<file path="src/rtl/bitstream_word_loader_if.sv">
// bitstream_word_loader_if: byte-stream valid/ready handshake feeding the loader.
//   byte_valid : upstream byte available (master -> slave)
//   byte_data  : bitstream byte, packed big-endian by the loader
//   byte_last  : marks the final byte of the stream
//   byte_ready : loader accepts a byte when byte_valid & byte_ready
interface bitstream_word_loader_if;
  logic       byte_valid;
  logic [7:0] byte_data;
  logic       byte_last;
  logic       byte_ready;

  modport master (output byte_valid, output byte_data, output byte_last, input byte_ready);
  modport slave  (input byte_valid, input byte_data, input byte_last, output byte_ready);
endinterface

</file>
<file path="src/rtl/bitstream_word_loader.sv">
// bitstream_word_loader: packs a byte stream big-endian into 32-bit words and
// presents each one on SelfWriteData with a one-cycle SelfWriteStrobe, spaced
// by SETUP_CYCLES before and HOLD_CYCLES after the strobe.
// Ports:
//   CLK, reset      : clock, synchronous active-high reset
//   start           : one-cycle pulse starting a load (honoured in IDLE/DONE)
//   byte_if         : byte stream handshake (slave side)
//   SelfWriteData   : configuration word to the fabric
//   SelfWriteStrobe : one-cycle write strobe
//   busy/done/error : load in progress / sticky completion / sticky partial word
//   word_count      : words strobed in the current load (saturating)
// Build option: define BITSTREAM_LOADER_PAD_EN to zero-pad and strobe a partial
// final word; otherwise a partial final word is dropped and error is raised.
module bitstream_word_loader #(
  parameter int unsigned SETUP_CYCLES = 2,
  parameter int unsigned HOLD_CYCLES  = 2,
  parameter int unsigned MAX_BYTES    = 16384
) (
  input  logic                          CLK,
  input  logic                          reset,
  input  logic                          start,
  bitstream_word_loader_if.slave        byte_if,
  output logic [31:0]                   SelfWriteData,
  output logic                          SelfWriteStrobe,
  output logic                          busy,
  output logic                          done,
  output logic                          error,
  output logic [15:0]                   word_count
);

  localparam int unsigned TMR_MAX = (SETUP_CYCLES > HOLD_CYCLES) ? SETUP_CYCLES : HOLD_CYCLES;
  localparam int unsigned TMR_W   = (TMR_MAX > 1) ? $clog2(TMR_MAX) : 1;
  localparam int unsigned BC_W    = $clog2(MAX_BYTES);

  typedef enum logic [2:0] {
    S_IDLE, S_COLLECT, S_SETUP, S_STROBE, S_HOLD, S_DONE
  } state_t;

  state_t            state;
  logic [1:0]        byte_idx;
  logic [23:0]       lane_buf;    // lanes 0..2 of the word being collected
  logic [BC_W-1:0]   byte_cnt;    // bytes accepted in this load (wraps only on the final byte)
  logic              final_word;
  logic [TMR_W-1:0]  tmr;

  logic accept_c;
  logic last_c;

  assign accept_c = byte_if.byte_valid & byte_if.byte_ready;
  // The MAX_BYTES-th byte ends the load exactly like byte_last.
  assign last_c   = byte_if.byte_last | (byte_cnt == BC_W'(MAX_BYTES - 1));

`ifdef BITSTREAM_LOADER_PAD_EN
  logic [31:0] pad_word_c;

  // Partial word with the unfilled low lanes zeroed.
  always_comb begin
    pad_word_c = '0;
    case (byte_idx)
      2'd0:    pad_word_c = {byte_if.byte_data, 24'h0};
      2'd1:    pad_word_c = {lane_buf[23:16], byte_if.byte_data, 16'h0};
      2'd2:    pad_word_c = {lane_buf[23:8], byte_if.byte_data, 8'h0};
      default: pad_word_c = {lane_buf, byte_if.byte_data};
    endcase
  end
`endif

  // Load sequencer with registered outputs.
  always_ff @(posedge CLK) begin
    if (reset) begin
      state              <= S_IDLE;
      byte_idx           <= '0;
      lane_buf           <= '0;
      byte_cnt           <= '0;
      final_word         <= 1'b0;
      tmr                <= '0;
      SelfWriteData      <= '0;
      SelfWriteStrobe    <= 1'b0;
      byte_if.byte_ready <= 1'b0;
      busy               <= 1'b0;
      done               <= 1'b0;
      error              <= 1'b0;
      word_count         <= '0;
    end else begin
      SelfWriteStrobe <= 1'b0;
      case (state)
        S_IDLE, S_DONE: begin
          if (start) begin
            done               <= 1'b0;
            error              <= 1'b0;
            word_count         <= '0;
            byte_cnt           <= '0;
            byte_idx           <= '0;
            final_word         <= 1'b0;
            busy               <= 1'b1;
            byte_if.byte_ready <= 1'b1;
            state              <= S_COLLECT;
          end
        end

        S_COLLECT: begin
          if (accept_c) begin
            byte_cnt   <= byte_cnt + BC_W'(1);
            final_word <= last_c;
            if (byte_idx == 2'd3) begin
              SelfWriteData      <= {lane_buf, byte_if.byte_data};
              byte_idx           <= '0;
              byte_if.byte_ready <= 1'b0;
              tmr                <= TMR_W'(SETUP_CYCLES - 1);
              state              <= S_SETUP;
            end else if (last_c) begin
`ifdef BITSTREAM_LOADER_PAD_EN
              SelfWriteData      <= pad_word_c;
              byte_idx           <= '0;
              byte_if.byte_ready <= 1'b0;
              tmr                <= TMR_W'(SETUP_CYCLES - 1);
              state              <= S_SETUP;
`else
              error              <= 1'b1;
              done               <= 1'b1;
              busy               <= 1'b0;
              byte_if.byte_ready <= 1'b0;
              state              <= S_DONE;
`endif
            end else begin
              case (byte_idx)
                2'd0:    lane_buf[23:16] <= byte_if.byte_data;
                2'd1:    lane_buf[15:8]  <= byte_if.byte_data;
                default: lane_buf[7:0]   <= byte_if.byte_data;
              endcase
              byte_idx <= byte_idx + 2'd1;
            end
          end
        end

        S_SETUP: begin
          if (tmr == '0) begin
            SelfWriteStrobe <= 1'b1;
            if (word_count != 16'hFFFF) word_count <= word_count + 16'd1;
            state <= S_STROBE;
          end else begin
            tmr <= tmr - TMR_W'(1);
          end
        end

        S_STROBE: begin
          tmr   <= TMR_W'(HOLD_CYCLES - 1);
          state <= S_HOLD;
        end

        S_HOLD: begin
          if (tmr == '0) begin
            if (final_word) begin
              done  <= 1'b1;
              busy  <= 1'b0;
              state <= S_DONE;
            end else begin
              byte_if.byte_ready <= 1'b1;
              state              <= S_COLLECT;
            end
          end else begin
            tmr <= tmr - TMR_W'(1);
          end
        end

        default: state <= S_IDLE;
      endcase
    end
  end

endmodule

</file>
<file path="src/flat_wrapper.sv">
// flat-port wrapper written by rule: the top's interface ports become plain ports
module bitstream_word_loader_flat 
#(
  parameter int unsigned SETUP_CYCLES = 2,
  parameter int unsigned HOLD_CYCLES  = 2,
  parameter int unsigned MAX_BYTES    = 16384
)
  (CLK, reset, start, SelfWriteData, SelfWriteStrobe, busy, done, error, word_count, byte_if_byte_valid, byte_if_byte_data, byte_if_byte_last, byte_if_byte_ready);
  bitstream_word_loader_if byte_if_i ();
  input  logic CLK;
  input  logic reset;
  input  logic start;
  output logic [31:0] SelfWriteData;
  output logic SelfWriteStrobe;
  output logic busy;
  output logic done;
  output logic error;
  output logic [15:0] word_count;
  input wire logic [$bits(byte_if_i.byte_valid)-1:0] byte_if_byte_valid;
  input wire logic [$bits(byte_if_i.byte_data)-1:0] byte_if_byte_data;
  input wire logic [$bits(byte_if_i.byte_last)-1:0] byte_if_byte_last;
  output wire logic [$bits(byte_if_i.byte_ready)-1:0] byte_if_byte_ready;
  assign byte_if_i.byte_valid = byte_if_byte_valid;
  assign byte_if_i.byte_data = byte_if_byte_data;
  assign byte_if_i.byte_last = byte_if_byte_last;
  assign byte_if_byte_ready = byte_if_i.byte_ready;
  bitstream_word_loader #(.SETUP_CYCLES(SETUP_CYCLES), .HOLD_CYCLES(HOLD_CYCLES), .MAX_BYTES(MAX_BYTES)) u_core (.CLK(CLK), .reset(reset), .start(start), .byte_if(byte_if_i), .SelfWriteData(SelfWriteData), .SelfWriteStrobe(SelfWriteStrobe), .busy(busy), .done(done), .error(error), .word_count(word_count));
endmodule
</file>
<file path="config.mk">
export PLATFORM = sky130hd
export DESIGN_NAME = bitstream_word_loader_flat
export DESIGN_NICKNAME = d
export VERILOG_FILES = /design/src/rtl/bitstream_word_loader_if.sv /design/src/rtl/bitstream_word_loader.sv /design/src/flat_wrapper.sv
export SDC_FILE = /design/constraint.sdc
export NUM_CORES = 1
export LEC_CHECK = 0
export ABC_AREA = 1
export ABC_CLOCK_PERIOD_IN_PS = 1980
export CORE_AREA = 2 2 87 123
export CTS_CLUSTER_SIZE = 14
export DETAILED_ROUTE_END_ITERATION = 12
export DIE_AREA = 0 0 89 125
export HOLD_SLACK_MARGIN = 0.12
export PLACE_DENSITY = 0.79
export SYNTH_ARGS = -nofsm -noshare
export SYNTH_HDL_FRONTEND = slang
export SYNTH_SLANG_ARGS = --single-unit
</file>
<file path="constraint.sdc">
create_clock -name CLK -period 1.98 [get_ports CLK]
set_clock_uncertainty 0.05 [all_clocks]
set_input_delay 0.297 -clock CLK [delete_from_list [all_inputs] [get_ports CLK]]
set_output_delay 0.297 -clock CLK [all_outputs]
set_load 0.02 [all_outputs]
</file>
After elaboration in Yosys (flattened, before gate mapping)
Cells that the tools add are included.
Widths: inputs -> output; s select.
{"block": "totals", "mem_count": 0, "ramBits": 0, "rom_bits": 0, "input_bits": 13, "wordCells": 115, "regBits": 98, "output_inout_bits": 53, "latch_bits": 0}
{"block": "classes", "n_shift": 0, "reduce_logical": 22, "multipliers": 0, "bitwise_logic": 6, "magnitude_cmp": 0, "n_addsub": 4, "div_mod_pow": 0, "mux": 47, "eq_ne": 21}
{"op": "$mux 16", "count": 3}
{"op": "$pmux 16 s2", "count": 1}
{"op": "$mux 14", "count": 2}
{"op": "$pmux 14 s2", "count": 1}
{"op": "$reduce_and 5->1", "count": 5}
{"op": "$mux 1", "count": 21}
{"op": "$mux 3", "count": 7}
{"op": "$add 16x1->16 const B", "count": 1}
{"op": "$ne 16x16->1 const B", "count": 1}
{"op": "$pmux 3 s5", "count": 1}
{"op": "$add 14x1->14 const B", "count": 1}
{"op": "$eq 14x14->1 const B", "count": 1}
{"op": "$pmux 1 s3", "count": 4}
{"op": "$ne 2x1->1 const B", "count": 5}
{"op": "$ne 2x2->1 const B", "count": 5}
{"op": "$reduce_and 3->1", "count": 3}
{"op": "$mux 2", "count": 4}
{"op": "$reduce_and 4->1", "count": 2}
{"op": "$reduce_or 2->1", "count": 4}
{"op": "$reduce_and 7->1", "count": 1}
{"op": "$eq 3x2->1 const B", "count": 2}
{"op": "$eq 3x3->1 const B", "count": 2}
{"op": "$reduce_and 6->1", "count": 1}
{"op": "$reduce_bool 3->1", "count": 2}
{"op": "15 further kinds", "count": 20}

Longest topological paths before layout
Gate-level depths: netlist (run 1).
{"block": "logic_depth", "word_depth": 6, "depth_mapped": 12, "ltp_nobuf": 12}

Least setup slack after synthesis (run 1)
Ideal clock, no wire load.
{"block": "synth_path", "path_kind": "register -> register", "start": "reg u_core.word_count[0]", "end": "reg u_core.word_count[8]", "t_arrival_ns": 1.717, "stages_incl_launch_ff": 11, "setup_slack_ns": 0.098, "required_time_ns": 1.815, "path_buffers": 1, "cell_sequence": "dfxtp_1 > ha_1 > nand2_1 > nor2_2 > nand2_1 > o21ai_1 > nand2_1 > nand2_4 > buf_6 > nor2_1 > o21a_1"}
{"block": "synth_via", "elab_chain_len": 4, "word_cells_on_any_way": 7, "cone_classes": "add/sub (1); eq/ne (2); mux (3); reduce/logical (1)"}
{"element": "from (decl)", "line": "bitstream_word_loader.sv:28", "source": "output logic [15:0] word_count"}
{"element": "from (signal assigned)", "line": "bitstream_word_loader.sv:139", "source": "if (word_count != 16'hFFFF) word_count <= word_count + 16'd1;"}
{"element": "$add 16x1->16", "line": "bitstream_word_loader.sv:139"}
{"element": "$mux 16", "line": "bitstream_word_loader.sv:139"}
{"element": "$mux 16", "line": "bitstream_word_loader.sv:137", "source": "if (tmr == '0) begin"}
{"element": "$pmux 16 s2", "line": "bitstream_word_loader.sv:86", "source": "case (state)"}
Several ways; a longest one is shown, not always the timed one. The select of a mux whose other input is x is not followed.
A chain may end at the register's enable or synchronous reset.

Worst setup path in the final report (run 1)
{"block": "layout_path", "start": "reg u_core.state[0]", "end": "reg u_core.lane_buf[9]"}
{"block": "layout_via", "elab_chain_len": 2}
{"element": "from (decl)", "line": "bitstream_word_loader.sv:39", "source": "state_t state;"}
{"element": "from (signal assigned)", "line": "bitstream_word_loader.sv:71", "source": "state <= S_IDLE;"}
{"element": "from (signal assigned)", "line": "bitstream_word_loader.sv:97", "source": "state <= S_COLLECT;"}
{"element": "from (signal assigned)", "line": "bitstream_word_loader.sv:110", "source": "state <= S_SETUP;"}
{"element": "$eq 3x1->1", "line": "bitstream_word_loader.sv:86"}
{"element": "$reduce_and 5->1 (no line)"}
{"element": "to (signal assigned)", "line": "bitstream_word_loader.sv:128", "source": "2'd1: lane_buf[15:8] <= byte_if.byte_data;"}
{"element": "to (decl)", "line": "bitstream_word_loader.sv:41", "source": "logic [23:0] lane_buf;"}
Every way passes these cells.

==> reports/qor.yml, run 1 <==
status: "finished, final reports clean"
postLayoutCoreUtil: 0.550
critPathKind: "flip-flop to flip-flop"
max_freq_mhz: 542
min_path_cells: 2
worst-path-max-fanout: 16
cts_max_path_buffers: 2
timing.hold.ws_ns: 0.400
crit_path_start_kind: "flip-flop"
synth_cell_type_count: 33
overflow: 0
routedWlPerCell_um: 12.6
cp-end-kind: "flip-flop"
cp_slowest_cell: "dfxtp_1"
viasPerCell: 4.98
vias: 4166
routed_wl_mm: 10.5
synth_area_leaders: "dfxtp_1 45%, nand2_1 11%, nor2_1 9.5%"
min_to: "u_core.SelfWriteData[28]"
hold_viol: 0
drt-initial-drc-count: 292
ys_ff_latch: 98
diodes: 0
layout_common_cells: "128 x nand2_1, 111 x nor2_1, 97 x dfxtp_1, 65 x clkdlybuf4s50_1, 61 x inv_1"
area_growth_pct: 26.4
path_buf_inv: 2
cts_root_buf: "clkbuf_16"
synth_top_area_share: 0.445
r2r_start: "u_core.state[0]"
core-area_um2: 10100
nets: 711
setup_viol: 0
synth_edf_count: 0
rsz0062_at_grt: "no"
cpPeakStageDelay_ns: 0.46
fill_cells: 964
synth_area_um2: 4400
ios: 66
drtPass1Iterations: 6
cts_hold_buffers: 0
grt_first_pass_wirelength_mm: 17.4
cts_tree: "yes"
cts.sinks: 98
layout-drive-gt1-share: 0.0931
die_w_um: 89
hpwl_mm: 7.46
maxSlewViolCount: 0
async_flop_share: 0
ir_worst_vdd_v: 0.000666
h-tree-depth: 3
clkTransAtPathRegs_ns: 0.07
clk_latency_ns: 0.35
postRouteAntennaNets: 0
initial_core_util: 0.435
min_period_ns: 1.85
synthCells: 618
powerDensity_nw_per_um2: 956
synth_nets: 636
hold_start: "u_core.lane_buf[20]"
synth_area_leader_cell: "dfxtp_1"
dieArea_um2: 11100
die_h_um: 125
reg2reg_slack_ns: 0.13
post-route-period-util: 0.932
avgSynthCellArea_um2: 7.13
final_common_cell: "nand2_1"
drc: 0
power_mw: 5.32
timing.slew.headroom: 0.746
grt_pass1_vias: 3924
num_rows: 44
path_cells: "inv_2 > nor2_4 > nand2_4 > nor2_8 > nand3_4 > inv_4 > nand3_4 > nand2_1 > nand2_1 > nor2_1"
place_inst: 814
routabilityCongestion: 0.853
tightest_slew_ns: 0.378
port_buffers: 65
grt_max_degree: 49
cap_viol_max_count: 0
grt_util_all_layers: 0.192
r2r-end: "u_core.lane_buf[9]"
ys.flop_type: "dfxtp_1"
cp_top_family: "simple AND/OR/NAND/NOR gates"
yosysWarnings: 0
r2r_cells: 10
layout.cells.non_filler: 836
antenna_found_initial: 0
hp-class: "flip-flop to flip-flop"
cts_buffers: 9
tns_ns: 0
leakagePower_nw: 2.27
synth_seq_area_share: 0.445
required_ns: 2.21
crit_arrival_ns: 2.07
cells by family after synthesis:
group	Yosys count	share of synthesized area
compound gates	114	0.135
xor+xnor	5	0.00994
fa+ha+maj	5	0.0142
buf+inv	88	0.0864
flops	98	0.445
simple gates	308	0.309
power breakdown:
group	internal, mW	switching, mW
Clock	0.891	0.838
Sequential	2.07	0.111
Combinational	0.487	0.927
Total	3.45	1.88
layout make-up:
class	count	area (µm²)	share of cell area
multi-input combinational	433	2080	0.373
sequential	98	1960	0.353
timing repair buffer	85	813	0.146
inverter	66	250	0.0449
clock buffer	9	225	0.0404
tap	138	173	0.0310
clock inverter	7	66.3	0.0119
timing repair:
action | CTS | global route
buffers inserted | 0 | 5
hold endpoints to repair | 0 | 0
gates resized for setup | 0 | 3
setup endpoints to repair | 0 | 23
Yosys cell counts, types with 2 or more instances:
| library cell | n |
|---|---|
| nand2_2 | 6 |
| nand3b_1 | 3 |
| nor3_1 | 10 |
| buf_6 | 4 |
| ha_1 | 5 |
| buf_4 | 3 |
| clkbuf_1 | 10 |
| nand3_4 | 3 |
| nand4_1 | 4 |
| nand2_4 | 3 |
| o21ai_0 | 48 |
| o21a_1 | 4 |
| inv_2 | 4 |
| nand3_1 | 29 |
| o21bai_1 | 3 |
| nor3_2 | 2 |
| a21oi_1 | 52 |
| o21ai_1 | 5 |
| nand2_1 | 129 |
| xor2_1 | 4 |
| inv_1 | 61 |
| nor2_1 | 111 |
| buf_2 | 5 |
| dfxtp_1 | 98 |
| nor2_2 | 4 |
registers in the layout, summed over array words and instances, names as in the netlist:
name,count
u_core.SelfWriteStrobe,1
u_core.state,3
u_core.error,1
u_core.byte_idx,2
u_core.lane_buf,24
u_core.word_count,16
u_core.byte_cnt,14
u_core.byte_if.byte_ready,1
u_core.final_word,1
u_core.busy,1
u_core.done,1
u_core.SelfWriteData,32
u_core.tmr,1
worst max path at each step:
stage | from | to | slack [ns] | cells after the start
2_1_floorplan | u_core.word_count[0] | u_core.word_count[8] | 0.1 | 10
3_3_place_gp | byte_if_byte_valid | u_core.byte_cnt[5] | 0.1 | 10
3_5_place_dp | byte_if_byte_valid | u_core.byte_cnt[5] | 0.02 | 10
4_1_cts | u_core.byte_cnt[0] | u_core.lane_buf[9] | 0.12 | 10
5_1_grt | u_core.state[2] | u_core.byte_cnt[5] | 0.003 | 9
6_report | u_core.state[0] | u_core.lane_buf[9] | 0.13 | 10
worst min-delay path, cell delays in order (launching register included):
cell and delay [ns]:
dfxtp_1 0.30, inv_1 0.06, a21oi_1 0.05
routing by layer:
layer  global-route usage  up-vias  wire length, µm
met4               0.0615        0              156
met2                0.338      104             5480
li1                     -     2121                -
met3               0.0449       16              527
met5                    0        -                0
met1                0.225     1925             4350
stage by stage:
step / setup WS (ns) / cell area, µm²
2_1_floorplan: 0.0985 / 4400
3_3_place_gp: 0.0987 / 5220
3_5_place_dp: 0.0191 / 5220
4_1_cts: 0.115 / 5510
5_1_grt: 0.00313 / 5570
6_report: 0.134 / 5570
No activity file was read; power rests on OpenSTA's default activity.
==> inputs of run 2 (changes only) <==
--- a/config.mk
+++ b/config.mk
@@ -7,12 +7,13 @@
 export LEC_CHECK = 0
 export ABC_AREA = 1
 export ABC_CLOCK_PERIOD_IN_PS = 1980
-export CORE_AREA = 2 2 87 123
+export CAP_MARGIN = 20
+export CORE_AREA = 2 2 80 112
 export CTS_CLUSTER_SIZE = 14
 export DETAILED_ROUTE_END_ITERATION = 12
-export DIE_AREA = 0 0 89 125
+export DIE_AREA = 0 0 82 114
 export HOLD_SLACK_MARGIN = 0.12
-export PLACE_DENSITY = 0.79
+export PLACE_DENSITY = 0.9
 export SYNTH_ARGS = -nofsm -noshare
 export SYNTH_HDL_FRONTEND = slang
 export SYNTH_SLANG_ARGS = --single-unit
==> reports/qor.yml, run 2 (synthesis gave the netlist of run 1 again) <==
status: "finished, final reports clean"
largest-register: "u_core.SelfWriteData"
finalInstanceArea_um2: 5550  # -0.36%
routed_wl_mm: 10.7  # +2.2%
path_cells: "ha_1 > nand2_1 > nor2_2 > nand2_1 > o21ai_1 > nand2_2 > nand2_4 > buf_4 > o21bai_1 > inv_1 > nor2_1"
largest_reg_flops: 32  # unchanged
final_common_cell: "nand2_1"
nets: 714  # +0.42%
tns_ns: 0  # unchanged
overflow: 0  # unchanged
layout.cells.non_filler: 806  # -3.6%
cap_viol_max_count: 0  # unchanged
power_mw: 5.28  # -0.77%
core-area_um2: 8410  # -17%
grt_pass1_vias: 4131  # +5.3%
clk_latency_ns: 0.35  # about the same
path_common_cell: "nand2_1"
area_growth_pct: 26.0
reg_top3: "u_core.SelfWriteData: 32 flops, u_core.lane_buf: 24 flops, u_core.word_count: 16 flops"
powerDensity_nw_per_um2: 952  # -0.42%
hold_viol: 0  # unchanged
layout_common_cells: "127 x nand2_1, 111 x nor2_1, 95 x dfxtp_1, 65 x clkdlybuf4s50_1, 61 x inv_1"
die_h_um: 114  # -8.8%
place_inst: 784  # -3.7%
cp_slowest_cell: "dfxtp_2"
hpwl_mm: 7.58  # +1.5%
dieArea_um2: 9350  # -16%
cpPeakStageDelay_ns: 0.36  # -0.10 ns
ios: 66  # unchanged
cp-end-kind: "flip-flop"
drtPass1Iterations: 6  # unchanged
max_freq_mhz: 538  # -0.64%
leakagePower_nw: 2.27  # about the same
routedWlPerCell_um: 13.3  # +6.0%
post-route-period-util: 0.938  # +0.00596
cts.sinks: 98  # unchanged
postRouteAntennaNets: 0  # unchanged
timing.slew.headroom: 0.734  # -0.0122
critPathKind: "flip-flop to flip-flop"
maxSlewViolCount: 0  # unchanged
tightest_slew_ns: 0.396  # +0.0182 ns
grt_max_degree: 49  # unchanged
r2r_cells: 11  # +1
cts_tree: "yes"
cts_root_buf: "clkbuf_16"
worst-path-max-fanout: 7  # -9
placed_area_um2: 5200  # -0.36%
cts_buffers: 9  # unchanged
clkTransAtPathRegs_ns: 0.07  # about the same
viasPerCell: 5.31  # +6.6%
routabilityCongestion: 0.881  # +3.3%
grt_util_all_layers: 0.240  # +0.0480
grt_first_pass_wirelength_mm: 17.5  # +0.59%
min_period_ns: 1.86  # +0.0118 ns
hp-class: "flip-flop to flip-flop"
postLayoutCoreUtil: 0.660  # +0.110
cts_hold_buffers: 0  # unchanged
port_buffers: 65  # unchanged
layout-drive-gt1-share: 0.103  # +0.00959
num_rows: 40  # -9.1%
min_path_cells: 2  # unchanged
initial_core_util: 0.524  # +0.0890
cts_max_path_buffers: 2  # unchanged
required_ns: 2.18  # -0.03 ns
crit_path_start_kind: "flip-flop"
die_w_um: 82  # -7.9%
drt-initial-drc-count: 332  # +14%
h-tree-depth: 3  # unchanged
antenna_found_initial: 0  # unchanged
vias: 4282  # +2.8%
crit_arrival_ns: 2.06  # about the same
ir_worst_vdd_v: 0.000844  # +27%
setup_viol: 0  # unchanged
drc: 0  # unchanged
diodes: 0  # unchanged
run 2: cell types whose count changed in the layout (fill, tap and decap cells not counted), sizes merged:
| cell | delta |
|---|---|
| clkinv | +1 |
| nand3 | +1 |
| inv | -3 |
| buf | +2 |
| clkinvlp | +2 |
run 2: worst paths after layout:
path | slack [ns] | from | endpoint
worst max-delay path | 0.12 | u_core.word_count[1] | u_core.word_count[9]
worst min-delay path | 0.41 | u_core.lane_buf[14] | u_core.SelfWriteData[22]
worst max register to register | 0.12 | u_core.word_count[1] | u_core.word_count[9]
worst min register to register | 0.41 | u_core.lane_buf[14] | u_core.SelfWriteData[22]
run 2: final cells by class:
cell class	instances	area (µm²)
clock buffers	9	225
clock inverters	7	61.3
fillers	694	2860
inverters	66	250
multi-input cells	434	2090
flip-flops and latches	98	1970
well taps	105	131
repair buffers	87	828
run 2: through the flow:
step	setup WS (ns)	hold WS (ns)
detailed placement	0.0290	0.398
CTS	0.0430	0.409
global route	-0.0388	0.414
global placement	0.0773	0.389
floorplan	0.0985	0.380
finish	0.122	0.407
run 2: worst max-delay path, delay by kind of cell, from the launching register on:
kind	cells	cell delay, ns
adder cells (fa/ha/maj)	1	0.17
AO/OA/AOI/OAI	2	0.26
buffers and inverters	2	0.18
AND/OR/NAND/NOR	6	0.73
flip-flops	1	0.36
run 2: where the power goes:
group          leakage, nW  internal [mW]  total [mW]  switching (mW)
registers            0.792           2.07        2.18           0.108
clock network        0.135          0.873        1.68           0.810
logic                 1.35          0.483        1.42           0.934
total                 2.27           3.43        5.28            1.85
run 2: routing by layer:
layer | share of wire | GRT usage
met5 | 0 | 0
met4 | 0.025 | 0.121
met3 | 0.056 | 0.0419
met2 | 0.53 | 0.443
met1 | 0.39 | 0.252
run 2: repair_timing:
action | in CTS | in global routing
endpoints found under the hold margin | 0 | 0
gates resized for setup | 0 | 6
setup buffers | 0 | 4
endpoints found under the setup margin | 0 | 30
